`src/rtl/fpu_issue_ctl.sv`:
```
`default_nettype none
// ============================================================================
// Module      : fpu_issue_ctl
// Description : Execute-side initiator for the FPU execute slave. Presents one
//               decoded FPU micro-op for a single cycle, drives the FPU hold
//               from its HOLD status, and turns the returned result into a
//               one-cycle FPR writeback or SR.T update. Results are squashed
//               when a branch flush arrives while an op is in flight.
//               Optional hold watchdog: define FPU_ISSUE_TIMEOUT_EN.
// Revision    : 1.0 - initial release
// ============================================================================
module fpu_issue_ctl #(
    parameter logic [5:0] UCMD_NOP    = 6'h00,
    parameter logic [5:0] UCMD_FCMP   = 6'h0D,
    parameter int         CNT_W       = 5,
    parameter int         TIMEOUT_CYC = 24
) (
    input  logic             clock,
    input  logic             reset,
    input  logic             in_valid,
    output logic             in_ready,
    input  logic [7:0]       in_cmd,
    input  logic [7:0]       in_ixt,
    input  logic [5:0]       in_rs,
    input  logic [5:0]       in_rt,
    input  logic [5:0]       in_rn,
    input  logic [63:0]      in_vals,
    input  logic [63:0]      in_valt,
    input  logic             flush,
    output logic [7:0]       fpu_cmd,
    output logic [7:0]       fpu_ixt,
    output logic [5:0]       fpu_rs,
    output logic [5:0]       fpu_rt,
    output logic [5:0]       fpu_rn,
    output logic [63:0]      fpu_vals,
    output logic [63:0]      fpu_valt,
    output logic             fpu_flush,
    output logic             fpu_hold,
    input  logic [1:0]       fpu_ok,
    input  logic [63:0]      fpu_val,
    input  logic [5:0]       fpu_id,
    input  logic             fpu_srt,
    output logic             wb_valid,
    output logic [5:0]       wb_id,
    output logic [63:0]      wb_val,
    output logic             srt_valid,
    output logic             srt,
    output logic             busy,
    output logic [CNT_W-1:0] hold_cnt,
    output logic             err_timeout
);

    typedef enum logic [1:0] {
        S_IDLE  = 2'd0,
        S_ISSUE = 2'd1,
        S_WAIT  = 2'd2,
        S_WB    = 2'd3
    } state_t;

    localparam logic [1:0] c_OK_READY = 2'b00;
    localparam logic [1:0] c_OK_OK    = 2'b01;
    localparam logic [1:0] c_OK_HOLD  = 2'b10;

`ifdef FPU_ISSUE_TIMEOUT_EN
    localparam logic c_TO_EN = 1'b1;
`else
    localparam logic c_TO_EN = 1'b0;
`endif
    localparam logic [CNT_W-1:0] c_TO_CNT  = CNT_W'(TIMEOUT_CYC);
    localparam logic [CNT_W-1:0] c_CNT_MAX = {CNT_W{1'b1}};

    state_t           r_state;
    state_t           w_state_nxt;
    logic             r_is_cmp;
    logic             r_squash;
    logic [CNT_W-1:0] r_hold_cnt;
    logic             w_accept;
    logic             w_busy;
    logic             w_hold_st;
    logic             w_timeout;

    // Handshake and hold decode; the hold is the one output allowed to follow
    // the FPU status combinationally so the FPU sees it in the same cycle.
    always_comb begin
        w_busy    = (r_state != S_IDLE);
        in_ready  = (r_state == S_IDLE) || (r_state == S_WB);
        busy      = w_busy;
        w_accept  = in_valid && in_ready && !flush;
        w_hold_st = (r_state == S_WAIT) && (fpu_ok == c_OK_HOLD);
        w_timeout = c_TO_EN && w_hold_st && (r_hold_cnt == c_TO_CNT);
        fpu_hold  = w_hold_st && !w_timeout;
    end

    // Next-state decode for the issue sequence.
    always_comb begin
        w_state_nxt = r_state;
        case (r_state)
            S_IDLE:  if (w_accept) w_state_nxt = S_ISSUE;
            S_ISSUE: w_state_nxt = S_WAIT;
            S_WAIT: begin
                if (w_timeout)                w_state_nxt = S_IDLE;
                else if (fpu_ok == c_OK_HOLD) w_state_nxt = S_WAIT;
                else if (fpu_ok == c_OK_OK)   w_state_nxt = S_WB;
                else                          w_state_nxt = S_IDLE;
            end
            S_WB:    w_state_nxt = w_accept ? S_ISSUE : S_IDLE;
            default: w_state_nxt = S_IDLE;
        endcase
    end

    // State register.
    always_ff @(posedge clock) begin
        if (reset) r_state <= S_IDLE;
        else       r_state <= w_state_nxt;
    end

    // Command, status capture and strobe registers.
    always_ff @(posedge clock) begin
        if (reset) begin
            fpu_cmd     <= {2'b00, UCMD_NOP};
            fpu_ixt     <= '0;
            fpu_rs      <= '0;
            fpu_rt      <= '0;
            fpu_rn      <= '0;
            fpu_vals    <= '0;
            fpu_valt    <= '0;
            fpu_flush   <= 1'b0;
            wb_valid    <= 1'b0;
            wb_id       <= '0;
            wb_val      <= '0;
            srt_valid   <= 1'b0;
            srt         <= 1'b0;
            err_timeout <= 1'b0;
            r_is_cmp    <= 1'b0;
            r_squash    <= 1'b0;
            r_hold_cnt  <= '0;
        end else begin
            // The command is only non-NOP for the single ISSUE cycle.
            fpu_cmd     <= {2'b00, UCMD_NOP};
            wb_valid    <= 1'b0;
            srt_valid   <= 1'b0;
            err_timeout <= w_timeout;
            // One flush pulse per squashed op; a watchdog drop also flushes.
            fpu_flush   <= (w_busy && flush && !r_squash) || w_timeout;

            if (w_accept) begin
                fpu_cmd    <= in_cmd;
                fpu_ixt    <= in_ixt;
                fpu_rs     <= in_rs;
                fpu_rt     <= in_rt;
                fpu_rn     <= in_rn;
                fpu_vals   <= in_vals;
                fpu_valt   <= in_valt;
                r_is_cmp   <= (in_cmd[5:0] == UCMD_FCMP);
                r_hold_cnt <= '0;
            end else if (w_hold_st && !w_timeout && (r_hold_cnt != c_CNT_MAX)) begin
                r_hold_cnt <= r_hold_cnt + 1'b1;
            end

            if (w_accept || (w_state_nxt == S_IDLE)) r_squash <= 1'b0;
            else if (w_busy && flush)               r_squash <= 1'b1;

            // A flush arriving with the OK status squashes that same result.
            if ((r_state == S_WAIT) && (fpu_ok == c_OK_OK)) begin
                wb_id     <= fpu_id;
                wb_val    <= fpu_val;
                srt       <= fpu_srt;
                wb_valid  <= !r_is_cmp && !r_squash && !flush;
                srt_valid <= r_is_cmp && !r_squash && !flush;
            end
        end
    end

    assign hold_cnt = r_hold_cnt;

endmodule
`default_nettype wire

```
`config.mk`:
```
export PLATFORM = sky130hd
export DESIGN_NAME = fpu_issue_ctl
export DESIGN_NICKNAME = d
export VERILOG_FILES = /design/src/rtl/fpu_issue_ctl.sv
export SDC_FILE = /design/constraint.sdc
export NUM_CORES = 1
export LEC_CHECK = 0
export CAP_MARGIN = 10
export CORE_AREA = 2 2 189 191
export DETAILED_ROUTE_END_ITERATION = 8
export DIE_AREA = 0 0 191 193
export PLACE_DENSITY = 0.51
export RECOVER_POWER = 100
export SLEW_MARGIN = 5
export SYNTH_ARGS = -nofsm -noshare
export SYNTH_HDL_FRONTEND = slang
export SYNTH_SLANG_ARGS = --single-unit
```
`constraint.sdc`:
```
create_clock -name clock -period 4.6 [get_ports clock]
set_input_delay 0.69 -clock clock [delete_from_list [all_inputs] [get_ports clock]]
set_output_delay 0.69 -clock clock [all_outputs]
set_load 0.05 [all_outputs]
```
Word-level counts from Yosys, hierarchy flattened

Cells that the tools add are included.
W data, S select, Z words.

Register bits: 245
Bits of input ports: 239
Output and inout port bits: 245
Word-level logic and storage cells: 55

$add $sub $neg: 1
Eq/ne operators: 7
Multiplexer cells: 5
Bitwise operators: 2
Reduce and logical (&&, ||, !) cells: 23

Operator list:

| kind                  | count |
|---|---|
| $logic_and A1 B1 Y1   | 11 |
| $pmux W2 S4           | 1 |
| $reduce_or A2 Y1      | 4 |
| $eq A2 B2 Y1 const B  | 3 |
| $eq A6 B4 Y1 const B  | 1 |
| $mux W2               | 3 |
| $add A5 B1 Y5 const B | 1 |
| $ne A5 B5 Y1 const B  | 1 |
| $eq A2 B1 Y1 const B  | 2 |
| $logic_not A2 Y1      | 2 |
| $logic_not A1 Y1      | 3 |
| $logic_or A1 B1 Y1    | 2 |
| $not A1 Y1            | 2 |
| $reduce_bool A2 Y1    | 1 |
| $mux W1               | 1 |

Logic depth before layout (Yosys ltp)

Word-level depth: 9
Gate-level depth with buffers: 8
Depth with buffers taken out: 6

Least setup slack after synthesis

OpenSTA, ideal clock, no wires.

Path kind: input -> output
Start: in fpu_ok[0]
End: out fpu_hold
Data arrival time: 1.315 ns
Data required time: 3.910 ns
Setup slack: 2.595 ns
Stages: 3
Buffers on the path: 0
Cell sequence: inv_1 > ha_1 > and2_1

Word-level cells in the longest chain between the ends: 2

RTL lines:

| what                | RTL line | text |
|---|---|---|
| start, declared     | 39       | `input logic [1:0] fpu_ok,` |
| $eq A2 B2 Y1        | 89       | `w_hold_st = (r_state == S_WAIT) && (fpu_ok == c_OK_HOLD);` |
| $logic_and A1 B1 Y1 | 89       |  |
| end, declared       | 38       | `output logic fpu_hold,` |

Every way passes these cells.

Worst setup path in the final report

Start: in fpu_ok[0]
End: reg wb_val[26]

Word-level cells in the longest chain between the ends: 2

RTL lines:

| what                 | RTL line | text |
|---|---|---|
| $eq A2 B1 Y1         | 164      | `if ((r_state == S_WAIT) && (fpu_ok == c_OK_OK)) begin` |
| $logic_and A1 B1 Y1  | 164      |  |
| end signal, assigned | 166      | `wb_val <= fpu_val;` |
| end, declared        | 45       | `output logic [63:0] wb_val,` |

Every way passes these cells.
A chain may end at the register's enable or synchronous reset.

==> metrics.yaml <==
status: "finished with violations"
violations: "max-capacitance violations, max-slew violations"
multi_input_area_mm2: 0.00322
rr_worst_depth: 6
hold_violations: 0
clkTransAtPathRegs_ns: 0.06
setup_ws_ns: 1.30
clock_sinks: 245
grt_pass1_wl_um: 47600
worstSkewPairLatency_ns: 0.54
synth_nets: 1308
ys_ff_latch: 245
clockBufferDepth: 3
cp_slowest_stage_delay_ns: 1.35
grt_pass1_vias: 8131
seq_area_mm2: 0.00490
min_delay_path_depth: 2
drc: 0
maxSlewHeadroom_pct: -21.6
grt_max_degree: 117
timing.fmax_mhz: 303
crit_fanout: 31
cts_tree: "built"
crit_slowest_cell: "and2_0"
cts.repair.resized: 0
reg2reg_from: "r_state[0]$_SDFF_PP0_"
hpwl_um: 23300
wl_met1_um: 12900
power.leakage_uw: 0.00594
num_vias: 8573
cts_hold_buf: 0
timing.rr.end: "wb_val[26]$_SDFFE_PP0P_"
antenna_found_initial: 2
final.setup.tns_ns: 0
port_buffers: 482
crit_required_ns: 5.06
detail-route-antenna-nets: 0
worstHoldStart: "wb_val[0]$_SDFFE_PP0P_"
ir_drop_mv: 0.262
drt_iter0_drc: 351
cp-start-kind: "input port"
endpoint_kind: "flop"
die_h_um: 193
viasPerCell: 4.29
drv_cap: 2
min_period_ns: 3.30
startpoint: "fpu_ok[0]"
clock_skew_ns: 0.00791
wl_met2_um: 15800
hold_end: "wb_val[0]$_SDFFE_PP0P_"
grtUsageTotal_pct: 16.5
place_ws_ns: 1.60
whs_ns: 0.447
fill_cells: 3557
crit_type: "in -> reg"
die_width_um: 191
wl_met3_um: 3450
area_growth_pct: 73.9
hold_path.class: "reg -> reg"
fin_crit_sh_pct: 71.7
numCtsBuffers: 30
synth_cells: 1061
r2r_slack_ns: 1.35
arrival_ns: 3.76
crit_chain: "clkdlybuf4s50_1 -> ha_1 -> and2_0 -> clkbuf_1 -> nand2_1 -> a21oi_1"
h-tree-depth: 1
routed_wl_um: 32800
power.density_mw_per_mm2: 375
netlist-cell-type-count: 29
syn_area_per_cell_um2: 7.98
setup_violations: 0
routabilityCongestion: 0.751
drv_slew: 40
die-area_mm2: 0.0369
nets: 1758
drive_gt1_share_pct: 3.91
tightest_slew_ns: 1.82
netlist_area_mm2: 0.00846
rows: 69
ys_warn_count: 0
clk_root_buffer_cell: "clkbuf_16"
first_pass_iters: 5
start_util_pct: 24.2
ios: 484
rsz0062_at_grt: "false"
coreArea_mm2: 0.0350
cts_setup_buffers: 0
grt-ovfl-total: 0
yosysSeqAreaShare_pct: 58.0
dr.max_layer_used: "met4"
avgRoutedWirePerCell_um: 16.4
[state kept, by name, summed over array words and instances, names as in the netlist]
register	flops
fpu_flush	1
hold_cnt	5
fpu_rs	6
wb_val	64
fpu_cmd	8
r_state	2
fpu_valt	64
r_is_cmp	1
fpu_rt	6
wb_id	6
srt	1
fpu_rn	6
fpu_ixt	8
r_squash	1
wb_valid	1
fpu_vals	64
srt_valid	1
[worst max-delay path by stage]
stage	cells after the start	endpoint	slack, ns
3_5_place_dp	5	fpu_valt[7]$_SDFFE_PP0P_	1.60
6_report	6	wb_val[26]$_SDFFE_PP0P_	1.30
2_1_floorplan	3	fpu_hold	2.60
4_1_cts	4	fpu_hold	1.61
5_1_grt	6	wb_val[39]$_SDFFE_PP0P_	0.82
3_3_place_gp	5	fpu_hold	1.60
[cell usage in the layout, fill, tap and decap left out, types with 8 or more instances in the layout]
cell             instances
ha_1                     8
a21oi_1                228
nor2_1                   9
clkbuf_1                12
dlygate4sd3_1          244
clkdlybuf4s50_1        237
dfxtp_1                245
nand2_1                453
clkbuf_16               31
[worst max-delay path, delay by kind of cell]
kind | cells | cell delay [ns]
AND/OR/NAND/NOR | 2 | 1.47
buffers and inverters | 2 | 1.25
adder cells (fa/ha/maj) | 1 | 0.16
AO/OA/AOI/OAI | 1 | 0.16
[power by group]
group | internal [uW] | switching, uW
clock network | 1510 | 932
registers | 2200 | 33.3
logic | 337 | 509
[cells in the mapped netlist]
library cell	instances	area, um2
nand2_1	453	1700
nand3b_1	1	7.51
nor2b_1	1	6.26
and3_1	1	6.26
and2_1	10	62.6
a22oi_1	1	7.51
nand4b_1	2	17.5
a311oi_1	1	8.76
nor3b_1	1	7.51
or3b_1	1	8.76
ha_1	8	100
nor4b_1	1	8.76
or3_1	1	6.26
o21ai_0	2	10.0
a21oi_1	228	1140
buf_4	1	7.51
inv_1	7	26.3
dfxtp_1	245	4900
nand3_1	2	10.0
o221a_2	1	11.3
buf_2	18	90.1
xor2_1	2	17.5
nand2b_1	1	6.26
conb_1	1	3.75
mux2i_1	2	20.0
nor2_1	9	33.8
clkbuf_1	50	188
buf_1	8	30.0
or4_1	2	15.0
[cell type report]
type | count | share of cell area [%]
well taps | 461 | 3.92
clock buffers | 45 | 6.11
inverters | 7 | 0.179
clock inverters | 11 | 0.944
repair buffers | 495 | 33.6
diodes | 3 | 0.0510
flip-flops and latches | 245 | 33.3
multi-input cells | 732 | 21.9
[stage by stage]
stage	total power (uW)	cells	instance area, um2	utilization [%]
after CTS	5660	1996	14700	42.1
after floorplan	2730	1061	8460	-
after global routing	5760	1996	14700	42.1
final	5520	1999	14700	42.1
after detailed placement	3160	1940	13700	39.2
after global placement	3160	1940	13700	39.2
[per-layer routing]
metal | GRT usage (%) | vias up
li1 | - | 4312
met1 | 18.6 | 3891
met2 | 28.9 | 323
met3 | 6.50 | 47
met4 | 4.56 | 0
met5 | 0 | -
[logic make-up after synthesis]
family,count (synthesis),share of synthesized area (%)
compound gates,233,13.9
buf+inv,84,4.04
xor+xnor,2,0.207
other cells,1,0.0443
fa+ha+maj,8,1.18
simple gates,486,22.4
mux,2,0.237
flops,245,58.0
(Power assumes the default switching activity.)
==> edit, RTL diff (same flow settings) <==
The option `FPU_ISSUE_TIMEOUT_EN` is turned on by a define.
--- a/src/rtl/fpu_issue_ctl.sv
+++ b/src/rtl/fpu_issue_ctl.sv
@@ -9,6 +9,8 @@
 //               Optional hold watchdog: define FPU_ISSUE_TIMEOUT_EN.
 // Revision    : 1.0 - initial release
 // ============================================================================
+`define FPU_ISSUE_TIMEOUT_EN
+
 module fpu_issue_ctl #(
     parameter logic [5:0] UCMD_NOP    = 6'h00,
     parameter logic [5:0] UCMD_FCMP   = 6'h0D,
Check against the original RTL: no difference found for any inputs over 4 cycles, from zero or initial values and one cycle with reset high; that may be too few to reach the edited logic, so the function may still have changed.
==> edit against the unedited design <==
- the run still ends with capacitance limit, slew limit left
- synthesized cell count is 1.7% higher
- design area is 0.17% lower
- worst setup slack worse by 120 ps
- critical endpoint is now fpu_hold
- critical path type is now in -> out
- routed wire length is 0.12% lower
- largest cell class is now sequential cells
- area after synthesis is 1.4% higher
- sequential cell count is 1 higher
- first-iteration DRC count is 1.7% lower
Power is not compared: it rests on default switching activity, and its combinational part moved more than twofold at a synthesized area within 25%.
==> edit: results (changes against the unedited design) <==
Outcome -> finished with violations (unchanged)
Failing checks -> capacitance limit, slew limit (unchanged)
# nets final -> 1,768 (was 1,758)
Largest net degree at the start of global routing -> 133 (was 117)
GR Util met1 -> 19.02% (was 18.62%)
Diode count -> 0 (was 3)
Total Routing Usage GR -> 16.53% (was 16.52%)
FILL cells -> 3,562 (was 3,557)
Worst clock skew -> 14.53 ps (was 7.911 ps)
# port buffers -> 483 (was 482)
Met2 Use GR -> 28.47% (was 28.94%)
Worst Setup SP -> fpu_ok[1] (was fpu_ok[0])
CTS buffer count -> 29 (was 30)
DP Area -> 13,770 um^2 (was 13,700 um^2)
Post-Place Setup Slack -> 1297 ps (was 1601 ps)
Synth cell count leaders -> 457 x nand2_1, 246 x dfxtp_1, 232 x a21oi_1, 51 x clkbuf_1, 29 x buf_2 (was 453 x nand2_1, 245 x dfxtp_1, 228 x a21oi_1, 50 x clkbuf_1, 18 x buf_2)
Slew Limit Fails -> 175 (was 40)
Final HPWL DP -> 22.94 mm (was 23.33 mm)
Number of global-route vias before repair -> 8,239 (was 8,131)
Setup crit end -> fpu_hold (was wb_val[26])
Fin crit share -> 74.21% (was 71.68%)
CP Max Fanout -> 5 (was 31)
RR Startpoint -> r_state[1] (was r_state[0])
Fraction of layout cells with a size suffix above 1 -> 3.567% (was 3.909%)
Flop2flop setup slack -> 2030 ps (was 1350 ps)
Max-cap violation count -> 2 (unchanged)
Worst-Margin Slew -> 2338 ps (was 1824 ps)
Routability Congestion -> 0.7618 (was 0.7506)
Synthesized Nets -> 1,326 (was 1,308)
Initial antenna violation count -> 1 (was 2)
Post-synth cell types -> 28 (was 29)
Post-route insts no fill -> 2,003 (was 1,999)
Routed vias -> 8,783 (was 8,573)
[edit: worst min path at each step]
stage / end / slack (ps) / depth (start not counted) / start
floorplan: wb_valid / 410 / 1 / r_is_cmp
global placement: wb_valid / 440 / 1 / r_is_cmp
detailed placement: wb_valid / 440 / 1 / r_is_cmp
CTS: wb_valid / 450 / 1 / r_is_cmp
global route: fpu_valt[7] / 460 / 2 / fpu_valt[7]
finish: wb_valid / 440 / 1 / r_is_cmp
[edit: cell type report]
| type | count | share of cell area (%) |
|---|---|---|
| Clock buffer | 50 | 6.227 |
| Inverter | 11 | 0.2811 |
| Tap cell | 461 | 3.927 |
| Multi-Input combinational cell | 742 | 22.43 |
| Clock inverter | 2 | 0.08518 |
| Sequential cell | 246 | 33.53 |
| Timing Repair Buffer | 491 | 33.53 |
[edit: worst max-delay path, cell delays in order]
cell and delay, ps:
dlygate4sd3_1 560, ha_1 190, nand2_1 140, nor2_1 220, dlygate4sd3_1 920
[edit: logic make-up (layout without fill, tap and decap cells)]
family / Yosys count / after routing / synth area share [%]
adders and majority gates: 8 / 8 / 1.166
and+or+nand+nor: 493 / 493 / 22.65
AOI/OAI and AO/OA: 239 / 239 / 14.19
buffers and inverters: 91 / 554 / 4.401
DFF: 246 / 246 / 57.36
muxes: 2 / 2 / 0.2332
[edit: power by group]
group | leakage, uW | internal (uW) | switching (uW)
sequential | 0.00200 | 2340 | 94.6
clock | 0.000452 | 1330 | 885
combinational | 0.00348 | 631 | 1350
[edit: metal layers]
layer / vias up / wire, um
met1: 4007 / 12860
li1: 4371 / -
met2: 365 / 15590
met3: 40 / 3663
met4: 0 / 625
met5: - / 0
